## config.mk

```make
export PLATFORM = sky130hd
export DESIGN_NAME = mem_dump_sender_flat
export DESIGN_NICKNAME = d
export VERILOG_FILES = /design/src/rtl/mem_dump_sender_if.sv /design/src/rtl/mem_dump_sender.sv /design/src/flat_wrapper.sv
export SDC_FILE = /design/constraint.sdc
export NUM_CORES = 1
export LEC_CHECK = 0
export CORE_MARGIN = 5
export CORE_UTILIZATION = 28
export DETAILED_ROUTE_END_ITERATION = 16
export MAX_ROUTING_LAYER = met4
export PLACE_DENSITY = 0.56
export REMOVE_ABC_BUFFERS = 1
export SLEW_MARGIN = 20
export SYNTH_ARGS = -nofsm -noshare
export SYNTH_HDL_FRONTEND = slang
export SYNTH_SLANG_ARGS = --single-unit
```

## constraint.sdc

```tcl
create_clock -name iClock -period 2.4 [get_ports iClock]
set_input_delay 0.36 -clock iClock [delete_from_list [all_inputs] [get_ports iClock]]
set_output_delay 0.36 -clock iClock [all_outputs]
set_load 0.03 [all_outputs]
```

## src/rtl/mem_dump_sender_if.sv

```systemverilog
// Handshake and data bundle between mem_dump_sender, its sample RAM and the byte transmitter.
// master: the sender side; slave: the RAM/transmitter/controller side.
interface mem_dump_sender_if #(
  parameter int unsigned ADDR_WIDTH = 16,
  parameter int unsigned DATA_WIDTH = 8
);
  logic                  iStart;
  logic                  iAbort;
  logic [ADDR_WIDTH-1:0] iBaseAddr;
  logic [ADDR_WIDTH:0]   iCount;
  logic [DATA_WIDTH-1:0] iData;
  logic                  iTxDone;
  logic [ADDR_WIDTH-1:0] oAddress;
  logic [7:0]            oTxData;
  logic                  oTxSend;
  logic                  oBusy;
  logic                  oFinished;

  modport master (
    input  iStart, iAbort, iBaseAddr, iCount, iData, iTxDone,
    output oAddress, oTxData, oTxSend, oBusy, oFinished
  );

  modport slave (
    output iStart, iAbort, iBaseAddr, iCount, iData, iTxDone,
    input  oAddress, oTxData, oTxSend, oBusy, oFinished
  );
endinterface

```

## src/rtl/mem_dump_sender.sv

```systemverilog
// Streams a window of RAM words to a byte-wide transmitter, LSB byte first.
// Define CHECKSUM_EN to append a two's-complement 8-bit checksum byte after the data.
module mem_dump_sender #(
  parameter int unsigned ADDR_WIDTH  = 16,
  parameter int unsigned DATA_WIDTH  = 8,
  parameter int unsigned MEM_LATENCY = 1
) (
  input logic               iClock,
  input logic               iReset,
  mem_dump_sender_if.master bus
);

  localparam int unsigned BYTES = DATA_WIDTH / 8;
  localparam int unsigned IdxW  = (BYTES > 1) ? $clog2(BYTES) : 1;

  localparam logic [IdxW-1:0]     LastIdx = IdxW'(BYTES - 1);
  localparam logic [2:0]          LatLast = 3'(MEM_LATENCY - 1);
  localparam logic [ADDR_WIDTH:0] CntOne  = (ADDR_WIDTH + 1)'(1);

  typedef enum logic [2:0] {
    StIdle,
    StFetch,
    StLoad,
    StSend,
    StWaitTx,
`ifdef CHECKSUM_EN
    StChecksum,
`endif
    StDone
  } state_e;

`ifdef CHECKSUM_EN
  localparam state_e StAfterData = StChecksum;
`else
  localparam state_e StAfterData = StDone;
`endif

  state_e                state_q;
  logic [ADDR_WIDTH-1:0] addr_q;
  logic [ADDR_WIDTH:0]   remain_q;
  logic [DATA_WIDTH-1:0] word_q;
  logic [IdxW-1:0]       idx_q;
  logic [2:0]            lat_q;
  logic [7:0]            tx_data_q;
  logic                  tx_send_q;
  logic                  busy_q;
  logic                  fin_q;
`ifdef CHECKSUM_EN
  logic [7:0]            sum_q;
  logic                  cks_q;
`endif

  always_ff @(posedge iClock or negedge iReset) begin
    if (!iReset) begin
      state_q   <= StIdle;
      addr_q    <= '0;
      remain_q  <= '0;
      word_q    <= '0;
      idx_q     <= '0;
      lat_q     <= '0;
      tx_data_q <= '0;
      tx_send_q <= 1'b0;
      busy_q    <= 1'b0;
      fin_q     <= 1'b0;
`ifdef CHECKSUM_EN
      sum_q     <= '0;
      cks_q     <= 1'b0;
`endif
    end else begin
      tx_send_q <= 1'b0;
      fin_q     <= 1'b0;
      // Abort wins over everything, including a same-cycle iTxDone; oAddress holds.
      if (bus.iAbort && (state_q != StIdle)) begin
        state_q <= StIdle;
        busy_q  <= 1'b0;
        lat_q   <= '0;
      end else begin
        unique case (state_q)
          StIdle: begin
            if (bus.iStart) begin
              addr_q   <= bus.iBaseAddr;
              remain_q <= bus.iCount;
              idx_q    <= '0;
              lat_q    <= '0;
              busy_q   <= 1'b1;
`ifdef CHECKSUM_EN
              sum_q    <= '0;
              cks_q    <= 1'b0;
`endif
              state_q  <= (bus.iCount == '0) ? StAfterData : StFetch;
            end
          end
          StFetch: begin
            if (lat_q == LatLast) begin
              lat_q   <= '0;
              state_q <= StLoad;
            end else begin
              lat_q <= lat_q + 3'd1;
            end
          end
          StLoad: begin
            word_q  <= bus.iData;
            state_q <= StSend;
          end
          StSend: begin
            tx_data_q <= word_q[7:0];
            tx_send_q <= 1'b1;
`ifdef CHECKSUM_EN
            sum_q     <= sum_q + word_q[7:0];
`endif
            state_q   <= StWaitTx;
          end
          StWaitTx: begin
            // A done pulse in the same cycle as our send pulse belongs to an earlier byte.
            if (bus.iTxDone && !tx_send_q) begin
`ifdef CHECKSUM_EN
              if (cks_q) begin
                state_q <= StDone;
              end else
`endif
              if (idx_q != LastIdx) begin
                word_q  <= word_q >> 8;
                idx_q   <= idx_q + IdxW'(1);
                state_q <= StSend;
              end else if (remain_q > CntOne) begin
                addr_q   <= addr_q + ADDR_WIDTH'(1);
                remain_q <= remain_q - CntOne;
                idx_q    <= '0;
                state_q  <= StFetch;
              end else begin
                state_q <= StAfterData;
              end
            end
          end
`ifdef CHECKSUM_EN
          StChecksum: begin
            // Reuse the data send path; index at last byte makes WAIT_TX finish after it.
            word_q      <= '0;
            word_q[7:0] <= 8'd0 - sum_q;
            idx_q       <= LastIdx;
            cks_q       <= 1'b1;
            state_q     <= StSend;
          end
`endif
          StDone: begin
            fin_q   <= 1'b1;
            busy_q  <= 1'b0;
            state_q <= StIdle;
          end
          default: begin
            busy_q  <= 1'b0;
            state_q <= StIdle;
          end
        endcase
      end
    end
  end

  assign bus.oAddress  = addr_q;
  assign bus.oTxData   = tx_data_q;
  assign bus.oTxSend   = tx_send_q;
  assign bus.oBusy     = busy_q;
  assign bus.oFinished = fin_q;

endmodule
```

## src/flat_wrapper.sv

```systemverilog
// flat-port wrapper written by rule: the top's interface ports become plain ports
module mem_dump_sender_flat 
#(
  parameter int unsigned ADDR_WIDTH  = 16,
  parameter int unsigned DATA_WIDTH  = 8,
  parameter int unsigned MEM_LATENCY = 1
)
  (iClock, iReset, bus_iStart, bus_iAbort, bus_iBaseAddr, bus_iCount, bus_iData, bus_iTxDone, bus_oAddress, bus_oTxData, bus_oTxSend, bus_oBusy, bus_oFinished);
  mem_dump_sender_if #(.ADDR_WIDTH(ADDR_WIDTH), .DATA_WIDTH(DATA_WIDTH)) bus_i ();
  input logic iClock;
  input logic iReset;
  input wire logic [$bits(bus_i.iStart)-1:0] bus_iStart;
  input wire logic [$bits(bus_i.iAbort)-1:0] bus_iAbort;
  input wire logic [$bits(bus_i.iBaseAddr)-1:0] bus_iBaseAddr;
  input wire logic [$bits(bus_i.iCount)-1:0] bus_iCount;
  input wire logic [$bits(bus_i.iData)-1:0] bus_iData;
  input wire logic [$bits(bus_i.iTxDone)-1:0] bus_iTxDone;
  output wire logic [$bits(bus_i.oAddress)-1:0] bus_oAddress;
  output wire logic [$bits(bus_i.oTxData)-1:0] bus_oTxData;
  output wire logic [$bits(bus_i.oTxSend)-1:0] bus_oTxSend;
  output wire logic [$bits(bus_i.oBusy)-1:0] bus_oBusy;
  output wire logic [$bits(bus_i.oFinished)-1:0] bus_oFinished;
  assign bus_i.iStart = bus_iStart;
  assign bus_i.iAbort = bus_iAbort;
  assign bus_i.iBaseAddr = bus_iBaseAddr;
  assign bus_i.iCount = bus_iCount;
  assign bus_i.iData = bus_iData;
  assign bus_i.iTxDone = bus_iTxDone;
  assign bus_oAddress = bus_i.oAddress;
  assign bus_oTxData = bus_i.oTxData;
  assign bus_oTxSend = bus_i.oTxSend;
  assign bus_oBusy = bus_i.oBusy;
  assign bus_oFinished = bus_i.oFinished;
  mem_dump_sender #(.ADDR_WIDTH(ADDR_WIDTH), .DATA_WIDTH(DATA_WIDTH), .MEM_LATENCY(MEM_LATENCY)) u_core (.iClock(iClock), .iReset(iReset), .bus(bus_i));
endmodule
```

# [Word level (Yosys, flattened, before mapping)]
# Index checks and enable logic that the tools add are counted.
[totals] inputBits=46 register_bits=59 out_inout_bits=27
[op_classes] n_addsub=4 n_lt_le_gt_ge=1 eq_ne=14 mux=36 reduce_logical=18 bitwise=1
[ops] op="$mux 17" n=4
[ops] op="$mux 16" n=4
[ops] op="$pmux 17 s2" n=1
[ops] op="$pmux 16 s2" n=1
[ops] op="$mux 3" n=10
[ops] op="$gt 17x1->1 const B" n=1
[ops] op="$logic_not 17->1" n=1
[ops] op="$sub 17x1->17 const B" n=1
[ops] op="$add 16x1->16 const B" n=1
[ops] op="$mux 8" n=2
[ops] op="$pmux 8 s2" n=1
[ops] op="$pmux 3 s5" n=1
[ops] op="$mux 1" n=9
[ops] op="$ne 2x1->1 const B" n=4
[ops] op="$reduce_and 4->1" n=2
[ops] op="$eq 3x2->1 const B" n=2
[ops] op="$eq 3x3->1 const B" n=2
[ops] op="$logic_not 3->1" n=2
[ops] op="$ne 3x1->1 const B" n=2
[ops] op="$pmux 3 s2" n=1
[ops] op="$reduce_and 2->1" n=3
[ops] op="$reduce_and 6->1" n=1
[ops] op="$reduce_bool 3->1" n=2
[ops] op="$ne 2x2->1 const B" n=2
[ops] op="11 further kinds" n=14

# [Logic depth before layout (Yosys ltp)]
[depth] depth_word=6 ltp_mapped=8 depth_no_buf=7

# [Least setup slack after synthesis]
# OpenSTA, ideal clock, no wires.
[synth_timing] path_type="register to register" from="reg u_core.state_q[1]" to="reg u_core.remain_q[9]" stages_incl_launch_ff=8 period_less_slack_ns=2.178 arrival_ns=2.057 setup_ns=0.121 t_required_ns=2.279 slack_ns=0.222 path_cell_list="dfrtp_1 -> buf_6 -> or3b_1 -> buf_2 -> or4_4 -> o21a_4 -> buf_6 -> a22o_1"
[synth_between] elab_chain_cells=4 word_cells_on_any_way=12
[synth_rtl] item="start: declaration" line="mem_dump_sender.sv:38" source="state_e state_q;"
[synth_rtl] item="start signal: assignment" line="mem_dump_sender.sv:55" source="state_q <= StIdle;"
[synth_rtl] item="start signal: assignment" line="mem_dump_sender.sv:74" source="state_q <= StIdle;"
[synth_rtl] item="start signal: assignment" line="mem_dump_sender.sv:90" source="state_q <= (bus.iCount == '0) ? StAfterData : StFetch;"
[synth_rtl] item="parallel branches: the longest is 4 deep, another holds $reduce_and 6->1"
[synth_rtl] item="end signal: assignment" line="mem_dump_sender.sv:82" source="remain_q <= bus.iCount;"
[synth_rtl] item="end signal: assignment" line="mem_dump_sender.sv:127" source="remain_q <= remain_q - CntOne;"
[synth_rtl] item="end: declaration" line="mem_dump_sender.sv:40" source="logic [ADDR_WIDTH:0] remain_q;"
# Parallel ways; which one is timed is not known.
# A chain may end at the register's enable or synchronous reset.

# [Worst setup path in the final report]
[layout_timing] from="reg u_core.remain_q[13]" to="reg u_core.addr_q[13], in the netlist u_core.bus.oAddress[13]"
[layout_between] elab_chain_cells=3
[layout_rtl] item="$gt 17x1->1" line="mem_dump_sender.sv:125" source="end else if (remain_q > CntOne) begin"
[layout_rtl] item="$ne 2x1->1 (no source line)"
[layout_rtl] item="$reduce_and 6->1 (no source line)"
[layout_rtl] item="end signal: assignment" line="mem_dump_sender.sv:81" source="addr_q <= bus.iBaseAddr;"
[layout_rtl] item="end signal: assignment" line="mem_dump_sender.sv:126" source="addr_q <= addr_q + ADDR_WIDTH'(1);"
[layout_rtl] item="end: declaration" line="mem_dump_sender.sv:39" source="logic [ADDR_WIDTH-1:0] addr_q;"
# Every way passes these cells.

==> reports/results.txt <==
Max Freq: 0.460 GHz
Mapped Avg Cell Area: 9.02 µm²
number of max-cap violations: 0
register bit total from synthesis: 58
CP Max Fanout: 31
minimum clock period: 2.18 ns
wire length per cell: 15.7 µm
post-DP HPWL: 6390 µm
Least-Margin Pin Slew: 0.613 ns
Starting Density: 0.282
worst setup path class: reg2reg
via-per-instance ratio: 5.03
Hold Vio Cnt, Final: 0
first-pass GRT wire length: 15300 µm
storage element area: 1450 µm²
Slew HR: 0.587
Vias: 2900
First-pass DRT Iterations: 4
Post-CTS Repair Setup Buffers: 0
RePlAce Congestion: 0.846
Die W: 117 µm
period utilisation layout: 0.907
largest net degree at the start of global routing: 45
Final Skew: 0.00762 ns
Worst IR Drop VDD: 0.560 mV
Yosys warning count: 0
H-tree levels: 3
pre-CTS setup slack: 0.120 ns
Layout fillers: 1115
layout cell share with drive strength beyond 1: 0.127
row count: 39
Synth top area share: 0.456
gr usage total: 0.148
fin util: 0.391
Final Max Slew Viols: 0
Post-Route WL: 9050 µm
Syn Std Cell Area: 3180 µm²
core area: 11300 µm²
RSZ-0062 raised after global routing: no
CTS Hold Bufs: 1
DRT antenna net count: 0
ANT cells: 0
vias in the first global route: 2998
number of buffers added on ports: 72
CTS Root Cell: clkbuf_16
Initial DRC Count: 203
Lkg Pwr: 1.77 nW
global route overflow: 0
Clock Latency Late Sink: 0.32 ns
Area growth syn-to-layout: 38.5%
cell count after synthesis: 353
Final #Nets: 482
r2r setup slk: 0.22 ns
final worst slack: 0.224 ns
CTS buffer count: 9
Clock Pin Slew Worst Setup and Hold Paths: 0.05 ns
Die Area: 13600 µm²
crit path capture type: flop
part of the Yosys area used for sequential elements: 0.456
RR Startpoint: u_core.remain_q[13]
area leader, netlist: dfrtp_1
final number of setup-violating endpoints: 0
chip height: 117 µm
Num Clock Sinks: 58
Hold Path Class: reg2reg
Post-synth EDFFs: 0
Top FF cell, synth: dfrtp_1
ys async rst share: 1.00
required time of the critical path: 2.58 ns
CP Launch Type: flop
post-cts resize count: 0
area of the multi-input gates: 1580 µm²
hold_sp: u_core.lat_q[2]
Placed Cells: 562
PD cells: 1210 nW/µm²
fin cells: 577
setup_tns: 0 ns
initial antenna violation count: 0
status: finished, final reports clean
crit path DAT: 2.36 ns
Final Power: 5.32 mW
CTS tree: done
Synth area leaders: dfrtp_1 46%, o21ai_0 6.4%, mux2_2 5.7%
Max Buffers Root-to-Sink: 2
unique cell type count in the Yosys netlist: 51
crit path from: u_core.remain_q[13]
DRC viols: 0
Ports: 73
## synthesized netlist by cell type, drive strengths merged (3+ instances only)
cell type	instances
nor2	28
buf	9
clkbuf	13
a31oi	3
dfrtp	58
a2bb2oi	8
inv	10
mux2	16
o21ai	43
a22oi	4
o22ai	8
and3	4
nor3	5
nand2	36
nor4	9
a21oi	33
nand3	18
nand4	6
ha	5
## final timing paths
kind | end | cells after the start
setup / recovery | u_core.bus.oAddress[13] | 6
hold / removal | u_core.lat_q[2] | 1
setup reg to reg | u_core.bus.oAddress[13] | 6
hold reg to reg | u_core.lat_q[2] | 1
max in group asynchronous | u_core.bus.oAddress[0] | 3
min in group asynchronous | u_core.lat_q[2] | 2
## layout by cell type, fill, tap and decap left out, types with 5 or more instances in the layout
cell             Yosys  layout
nand2_1             36      36
dfrtp_1             58      58
a21oi_1             33      33
nor3_1               5       5
clkdlybuf4s50_1      0      71
nor4_1               9       9
inv_1               10      10
nand3_1             18      18
a2bb2oi_1            8       8
o21ai_0             41      41
mux2_2              16      16
buf_4                2      14
ha_1                 5       5
clkbuf_16            0       9
nand4_1              6       6
o22ai_1              8       8
nor2_1              28      27
## per-stage QoR
step / area, µm² / hold WS (ns)
3_3_place_gp: 4110 / 0.335
5_1_grt: 4410 / 0.512
3_5_place_dp: 4110 / 0.340
6_report: 4410 / 0.484
4_1_cts: 4410 / 0.487
2_1_floorplan: 3070 / 0.0644
## critical path, stage by stage (launching register included)
cell	delay, ns
dfrtp_1	0.40
or4_1	0.57
or4_4	0.47
o21ai_2	0.20
buf_12	0.20
a21oi_1	0.06
a2bb2oi_1	0.14
## where the power goes
part	internal, mW	switching, mW
registers	1.41	0.406
clock network	0.842	0.420
logic	1.01	1.24
## state kept, by name, indices dropped and copies added, names as in the netlist
register and count:
u_core.remain_q 17, u_core.bus.oAddress 16, u_core.bus.oTxData 8, u_core.word_q 8, u_core.lat_q 3, u_core.state_q 3, u_core.bus.oBusy 1, u_core.bus.oFinished 1
u_core.bus.oTxSend 1
## per-layer routing
layer  vias up  wire [µm]  part of all wire  global-route usage
li1       1450          -                 -                   -
met5         -          0                 0                   -
met1      1370       4250              0.47               0.193
met3         8        340             0.038              0.0244
met4         0        114             0.013              0.0673
met2        72       4350              0.48               0.227
## logic make-up after synthesis
family,after synthesis,share of synthesized area
adder cells (fa/ha/maj),6,0.0228
AO/OA/AOI/OAI,113,0.213
flip-flops,58,0.456
AND/OR/NAND/NOR,125,0.195
XOR/XNOR,2,0.00550
buffers and inverters,32,0.0487
multiplexers,17,0.0597
## layout make-up
class | count | share of cell area
Timing Repair Buffer | 89 | 0.197
Multi-Input combinational cell | 263 | 0.358
Clock inverter | 3 | 0.00908
Inverter | 10 | 0.00851
Tap cell | 143 | 0.0406
Sequential cell | 58 | 0.329
Clock buffer | 11 | 0.0573
Note: power is estimated with default switching activity, not from simulation.
